[src/rtl/present80_enc_iter.sv]
// Iterative PRESENT-80 encryption core, one round per clock, plus its 4-bit S-box.
// Latency: out_valid rises NUM_ROUNDS cycles after the accepting edge.
// Backpressure: in_ready is low from acceptance until the result is taken; DONE holds until out_ready.

// PRESENT 4-bit S-box, purely combinational.
module present (
  input  logic [3:0] x,
  output logic [3:0] s
);

  // Table lookup of the PRESENT S-box
  always_comb begin
    case (x)
      4'h0: s = 4'hC;
      4'h1: s = 4'h5;
      4'h2: s = 4'h6;
      4'h3: s = 4'hB;
      4'h4: s = 4'h9;
      4'h5: s = 4'h0;
      4'h6: s = 4'hA;
      4'h7: s = 4'hD;
      4'h8: s = 4'h3;
      4'h9: s = 4'hE;
      4'hA: s = 4'hF;
      4'hB: s = 4'h8;
      4'hC: s = 4'h4;
      4'hD: s = 4'h7;
      4'hE: s = 4'h1;
      default: s = 4'h2;
    endcase
  end

endmodule

module present80_enc_iter #(
  parameter int NUM_ROUNDS = 31
) (
  input  logic        clk,
  input  logic        rst_n,
  input  logic        in_valid,
  output logic        in_ready,
  input  logic [63:0] plaintext,
  input  logic [79:0] key,
  output logic        out_valid,
  input  logic        out_ready,
  output logic [63:0] ciphertext,
  output logic        busy
);

  localparam logic [4:0] LAST_RND = 5'(NUM_ROUNDS);

  typedef enum logic [1:0] {
    IDLE = 2'd0,
    RUN  = 2'd1,
    DONE = 2'd2
  } fsm_t;

  fsm_t        fsm, fsm_nxt;
  logic [63:0] blk;
  logic [79:0] keyreg;
  logic [4:0]  rnd;

  logic [63:0] t;
  logic [63:0] sb;
  logic [63:0] perm;
  logic [79:0] krot;
  logic [3:0]  ks_nib;
  logic [79:0] knext;
  logic        last_rnd;

  // addRoundKey with the top 64 bits of the current key register
  assign t = blk ^ keyreg[79:16];

  // sBoxLayer: sixteen parallel S-boxes
  for (genvar j = 0; j < 16; j++) begin : g_sbox
    present u_sbox (
      .x (t[4*j+3:4*j]),
      .s (sb[4*j+3:4*j])
    );
  end

  // pLayer: bit i moves to (16*i) mod 63, bit 63 is fixed
  for (genvar i = 0; i < 63; i++) begin : g_perm
    assign perm[(16*i) % 63] = sb[i];
  end
  assign perm[63] = sb[63];

  // Key schedule: rotate left by 61 (= right by 19), S-box the top nibble, mix in the round counter
  assign krot = {keyreg[18:0], keyreg[79:19]};

  present u_ks_sbox (
    .x (krot[79:76]),
    .s (ks_nib)
  );

  assign knext    = {ks_nib, krot[75:20], krot[19:15] ^ rnd, krot[14:0]};
  assign last_rnd = (rnd == LAST_RND);

  // FSM state register
  always_ff @(posedge clk or negedge rst_n) begin
    if (!rst_n) fsm <= IDLE;
    else        fsm <= fsm_nxt;
  end

  // Next-state logic and state-decoded handshake outputs
  always_comb begin
    fsm_nxt   = fsm;
    in_ready  = 1'b0;
    out_valid = 1'b0;
    busy      = 1'b0;
    case (fsm)
      IDLE: begin
        in_ready = 1'b1;
        if (in_valid) fsm_nxt = RUN;
      end
      RUN: begin
        busy = 1'b1;
        if (last_rnd) fsm_nxt = DONE;
      end
      DONE: begin
        out_valid = 1'b1;
        if (out_ready) fsm_nxt = IDLE;
      end
      default: fsm_nxt = IDLE;
    endcase
  end

  // Datapath: capture on acceptance, one round per RUN cycle, whitening on the final round
  always_ff @(posedge clk or negedge rst_n) begin
    if (!rst_n) begin
      blk        <= '0;
      keyreg     <= '0;
      rnd        <= '0;
      ciphertext <= '0;
    end else begin
      case (fsm)
        IDLE: begin
          if (in_valid) begin
            blk    <= plaintext;
            keyreg <= key;
            rnd    <= 5'd1;
          end
        end
        RUN: begin
          blk    <= perm;
          keyreg <= knext;
          rnd    <= rnd + 5'd1;
          if (last_rnd) ciphertext <= perm ^ knext[79:16];
        end
        default: ;
      endcase
    end
  end

endmodule

[config.mk]
export PLATFORM = sky130hd
export DESIGN_NAME = present80_enc_iter
export DESIGN_NICKNAME = d
export VERILOG_FILES = /design/src/rtl/present80_enc_iter.sv
export SDC_FILE = /design/constraint.sdc
export NUM_CORES = 1
export LEC_CHECK = 0
export ABC_AREA = 1
export CORE_AREA = 2 2 171 173
export DETAILED_ROUTE_END_ITERATION = 7
export DIE_AREA = 0 0 173 175
export HOLD_SLACK_MARGIN = 0.06
export PLACE_DENSITY = 0.78
export SYNTH_ARGS = -nofsm -noshare
export SYNTH_HDL_FRONTEND = slang
export SYNTH_SLANG_ARGS = --single-unit
[constraint.sdc]
create_clock -name clk -period 1.7 [get_ports clk]
set_clock_uncertainty 0.05 [all_clocks]
set_input_delay 0.34 -clock clk [delete_from_list [all_inputs] [get_ports clk]]
set_output_delay 0.34 -clock clk [all_outputs]
set_load 0.01 [all_outputs]
==> run summary <==
DIE
----------------------------------------------------------------------------------
Boundary pin count                                                             215
Initial Util                                                                 49.1%
Width of the die                                                            173 µm
Die Y-Extent                                                                175 µm
Die area                                                                 30300 µm²
Number of rows in the core area                                                 62
Std-Cell Core Area                                                       28400 µm²

CLOCK TREE
----------------------------------------------------------------------------------
Clock tree from TritonCTS                                                     done
Reg clk slew, reported paths                                               0.06 ns
Number of buffers created by CTS                                                25
Number of H-tree branching levels                                                1
Number of clock sinks                                                          215
Root buffer selected by CTS                                           sky130_fd_sc_hd__clkbuf_16
Clock Tree Buf Depth                                                             3
Later-pin clock latency in the skew report                                 0.54 ns

GLOBAL ROUTE
----------------------------------------------------------------------------------
Initial antenna violation count                                                  0
Maximum number of pins on one net before global-route repair                    58
Final global-route overflow total                                                0
Number of global-route vias before repair                                    15000
First-pass GRT wire length                                                82000 µm
All-layer global routing usage                                               35.0%

WORST SETUP PATH
----------------------------------------------------------------------------------
Slowest cell on crit path                                             sky130_fd_sc_hd__dfrtp_1
Worst stage delay on the critical path                                     0.40 ns
Required time worst endpoint                                               2.08 ns
Critical path fanouts, max                                                       3
Top cell by count, worst path                                         sky130_fd_sc_hd__nand2_1
Type of the setup path with the least slack                           register to register
Endpoint arrival time on the critical path                                 2.25 ns
Element type at the critical path start                                   register
Sort of element at the end of the critical path                           register
CP cell instances                                                     inv_1 -> buf_4 -> nand2_1 -> nand2_1 -> ha_2 -> nor2_1 -> nand2_1 -> nand2_2 -> nand2_1 -> nand3_2 -> nand2_1

STA
----------------------------------------------------------------------------------
Remaining max-slew budget at the tightest pin                                68.1%
Post-layout min period                                                     1.87 ns
Number of endpoints failing setup at the final stage                            56
Final worst path period share                                                 110%
Actual transition at the worst max-transition pin                         0.475 ns
Max Transition Viols Final                                                       0
Max Clock Freq                                                           0.536 GHz
Worst setup slack after layout                                           -0.166 ns
Final hold violation count                                                       0
Setup repair after global routing missed its margin                           true

SYNTHESIS
----------------------------------------------------------------------------------
Most used standard cell by instance count after synthesis             sky130_fd_sc_hd__nand2_1
Post-synth EDFFs                                                                 0
Count of state elements after synthesis                                        215
Number of warnings issued by yosys                                               0
Sequential element share of the synthesized area                             38.6%
Proportion of netlist area held by the largest area contributor              38.6%
Async set or reset register ratio after synthesis                             100%
Number of standard cells after synthesis                                      1888
Top post-synthesis cells by count                                     sky130_fd_sc_hd__nand2_1, sky130_fd_sc_hd__dfrtp_1, sky130_fd_sc_hd__nand3_1
Synth area leader                                                     sky130_fd_sc_hd__dfrtp_1
Mean area per synthesized cell                                            7.39 µm²
Net count after synthesis                                                     2139
Leading register cell type out of synthesis                           sky130_fd_sc_hd__dfrtp_1
Cell area after technology mapping                                       13900 µm²
Top cells by area, synth                                              sky130_fd_sc_hd__dfrtp_1, sky130_fd_sc_hd__nand2_1, sky130_fd_sc_hd__ha_1
Library cells used by synthesis                                                 31

DRT
----------------------------------------------------------------------------------
Total Routed Length                                                       60100 µm
Vias per cell                                                                 5.77
Post-route antenna net violation count                                           0
Number of detailed-route iterations in the first pass                            6
Violation count after the first detailed-routing iteration                    1914
Detailed-route wire length per cell                                        21.7 µm
Post-detailed-route DRC marker count                                             0
Number of vias in the routed layout                                          16000

FINISH
----------------------------------------------------------------------------------
Number of non-filler instances in the completed layout                        2765
Number of nets in the final layout                                            2614
Diode insertion count for antenna repair                                         0
Share of final-layout standard cells stronger than drive strength 1          28.1%
Relative area change from synthesis to final layout                          54.6%

OUTCOME
----------------------------------------------------------------------------------
Violations in the final reports                                       negative setup slack
Status                                                                complete, but fails checks

RUN
----------------------------------------------------------------------------------
Reported max-cap violation count                                                 0

PLACE
----------------------------------------------------------------------------------
Detailed-placement wirelength estimate                                    39500 µm
GPL Wtd Cong                                                                 0.970
Number of placed instances, taps included                                     2657
Post-placement setup slack                                               -0.248 ns
Number of port buffers                                                         214

HOLD PATH
----------------------------------------------------------------------------------
Worst min-delay path class                                            input pin to asynchronous set/reset pin

kinds of logic (layout without fill, tap and decap cells):
logic type / after synthesis / in the layout / synth area share (%)
xor+xnor: 53 / 53 / 3.33
simple gates: 1053 / 1053 / 30.4
compound gates: 224 / 224 / 11.0
flops: 215 / 215 / 38.6
fa+ha+maj: 103 / 103 / 9.24
buf+inv: 240 / 733 / 7.47
cell usage in the layout, fill, tap and decap left out, drive strengths merged, types with 2 or more instances in the layout:
| cell | instances |
|---|---|
| nand2 | 824 |
| o211ai | 29 |
| a22o | 2 |
| clkdlybuf4s50 | 146 |
| ha | 103 |
| nand3 | 206 |
| o21ai | 85 |
| o221ai | 53 |
| buf | 288 |
| a22oi | 27 |
| bufinv | 4 |
| xor2 | 34 |
| clkbuf | 45 |
| dlygate4sd2 | 64 |
| xnor2 | 19 |
| nor2 | 21 |
| a21oi | 2 |
| dfrtp | 215 |
| inv | 176 |
| o21bai | 24 |
| clkinv | 8 |
repair_timing:
action | in CTS | in global routing
setup endpoints to repair | 131 | 115
hold endpoints to repair | 215 | 0
setup buffers | 19 | 30
gates cloned | 7 | 11
pin swaps | 58 | 145
hold buffers | 1 | 0
gates resized for setup | 179 | 328
final timing paths:
check / from / endpoint / slack (ns) / depth (start not counted)
min in group clk: out_ready / fsm[1] / 0.31 / 2
hold / removal: rst_n / blk[50] / 0.19 / 2
hold reg to reg: ciphertext[22] / ciphertext[22] / 0.43 / 2
max in group asynchronous: rst_n / keyreg[36] / 0.78 / 3
setup reg to reg: keyreg[29] / ciphertext[51] / -0.17 / 11
setup / recovery: keyreg[29] / ciphertext[51] / -0.17 / 11
flip-flops by register name (all words and copies together), names as in the netlist:
| signal | cells |
|---|---|
| blk | 64 |
| ciphertext | 64 |
| fsm | 2 |
| keyreg | 80 |
| rnd | 5 |
metal layers:
metal	part of all wire, %	global-route usage [%]	up-vias
met4	6.7	17.0	0
met5	0	0	-
met3	11	7.27	248
met2	46	56.8	1015
li1	-	-	7082
met1	37	44.7	7613
critical path: cells and delay by family, from the launching register on:
kind	cells	cell delay (ns)
buf+inv	2	0.24
simple gates	8	0.86
fa+ha+maj	1	0.21
flops	1	0.40
cell type report:
cell class | count | area (µm²)
multi-input cells | 1433 | 9080
fillers | 1968 | 6830
flip-flops and latches | 215 | 5390
repair buffers | 509 | 4990
clock buffers | 36 | 737
inverters | 178 | 722
well taps | 384 | 480
clock inverters | 9 | 145
repair inverters | 1 | 20.0
per-stage QoR:
stage / util (%) / setup TNS (ns) / hold WS [ns] / cell area (µm²)
floorplan: - / -0.0335 / -0.00559 / 14000
global placement: 64.2 / -4.05 / 0.154 / 18200
detailed placement: 64.2 / -8.74 / 0.157 / 18200
CTS: 70.1 / -2.77 / 0.199 / 19900
global route: 75.9 / -7.04 / 0.207 / 21600
finish: 75.9 / -1.90 / 0.187 / 21600
Power is left out: the tool's default activity adds up to more than one toggle a clock period on the data nets, which glitch-free logic cannot reach.
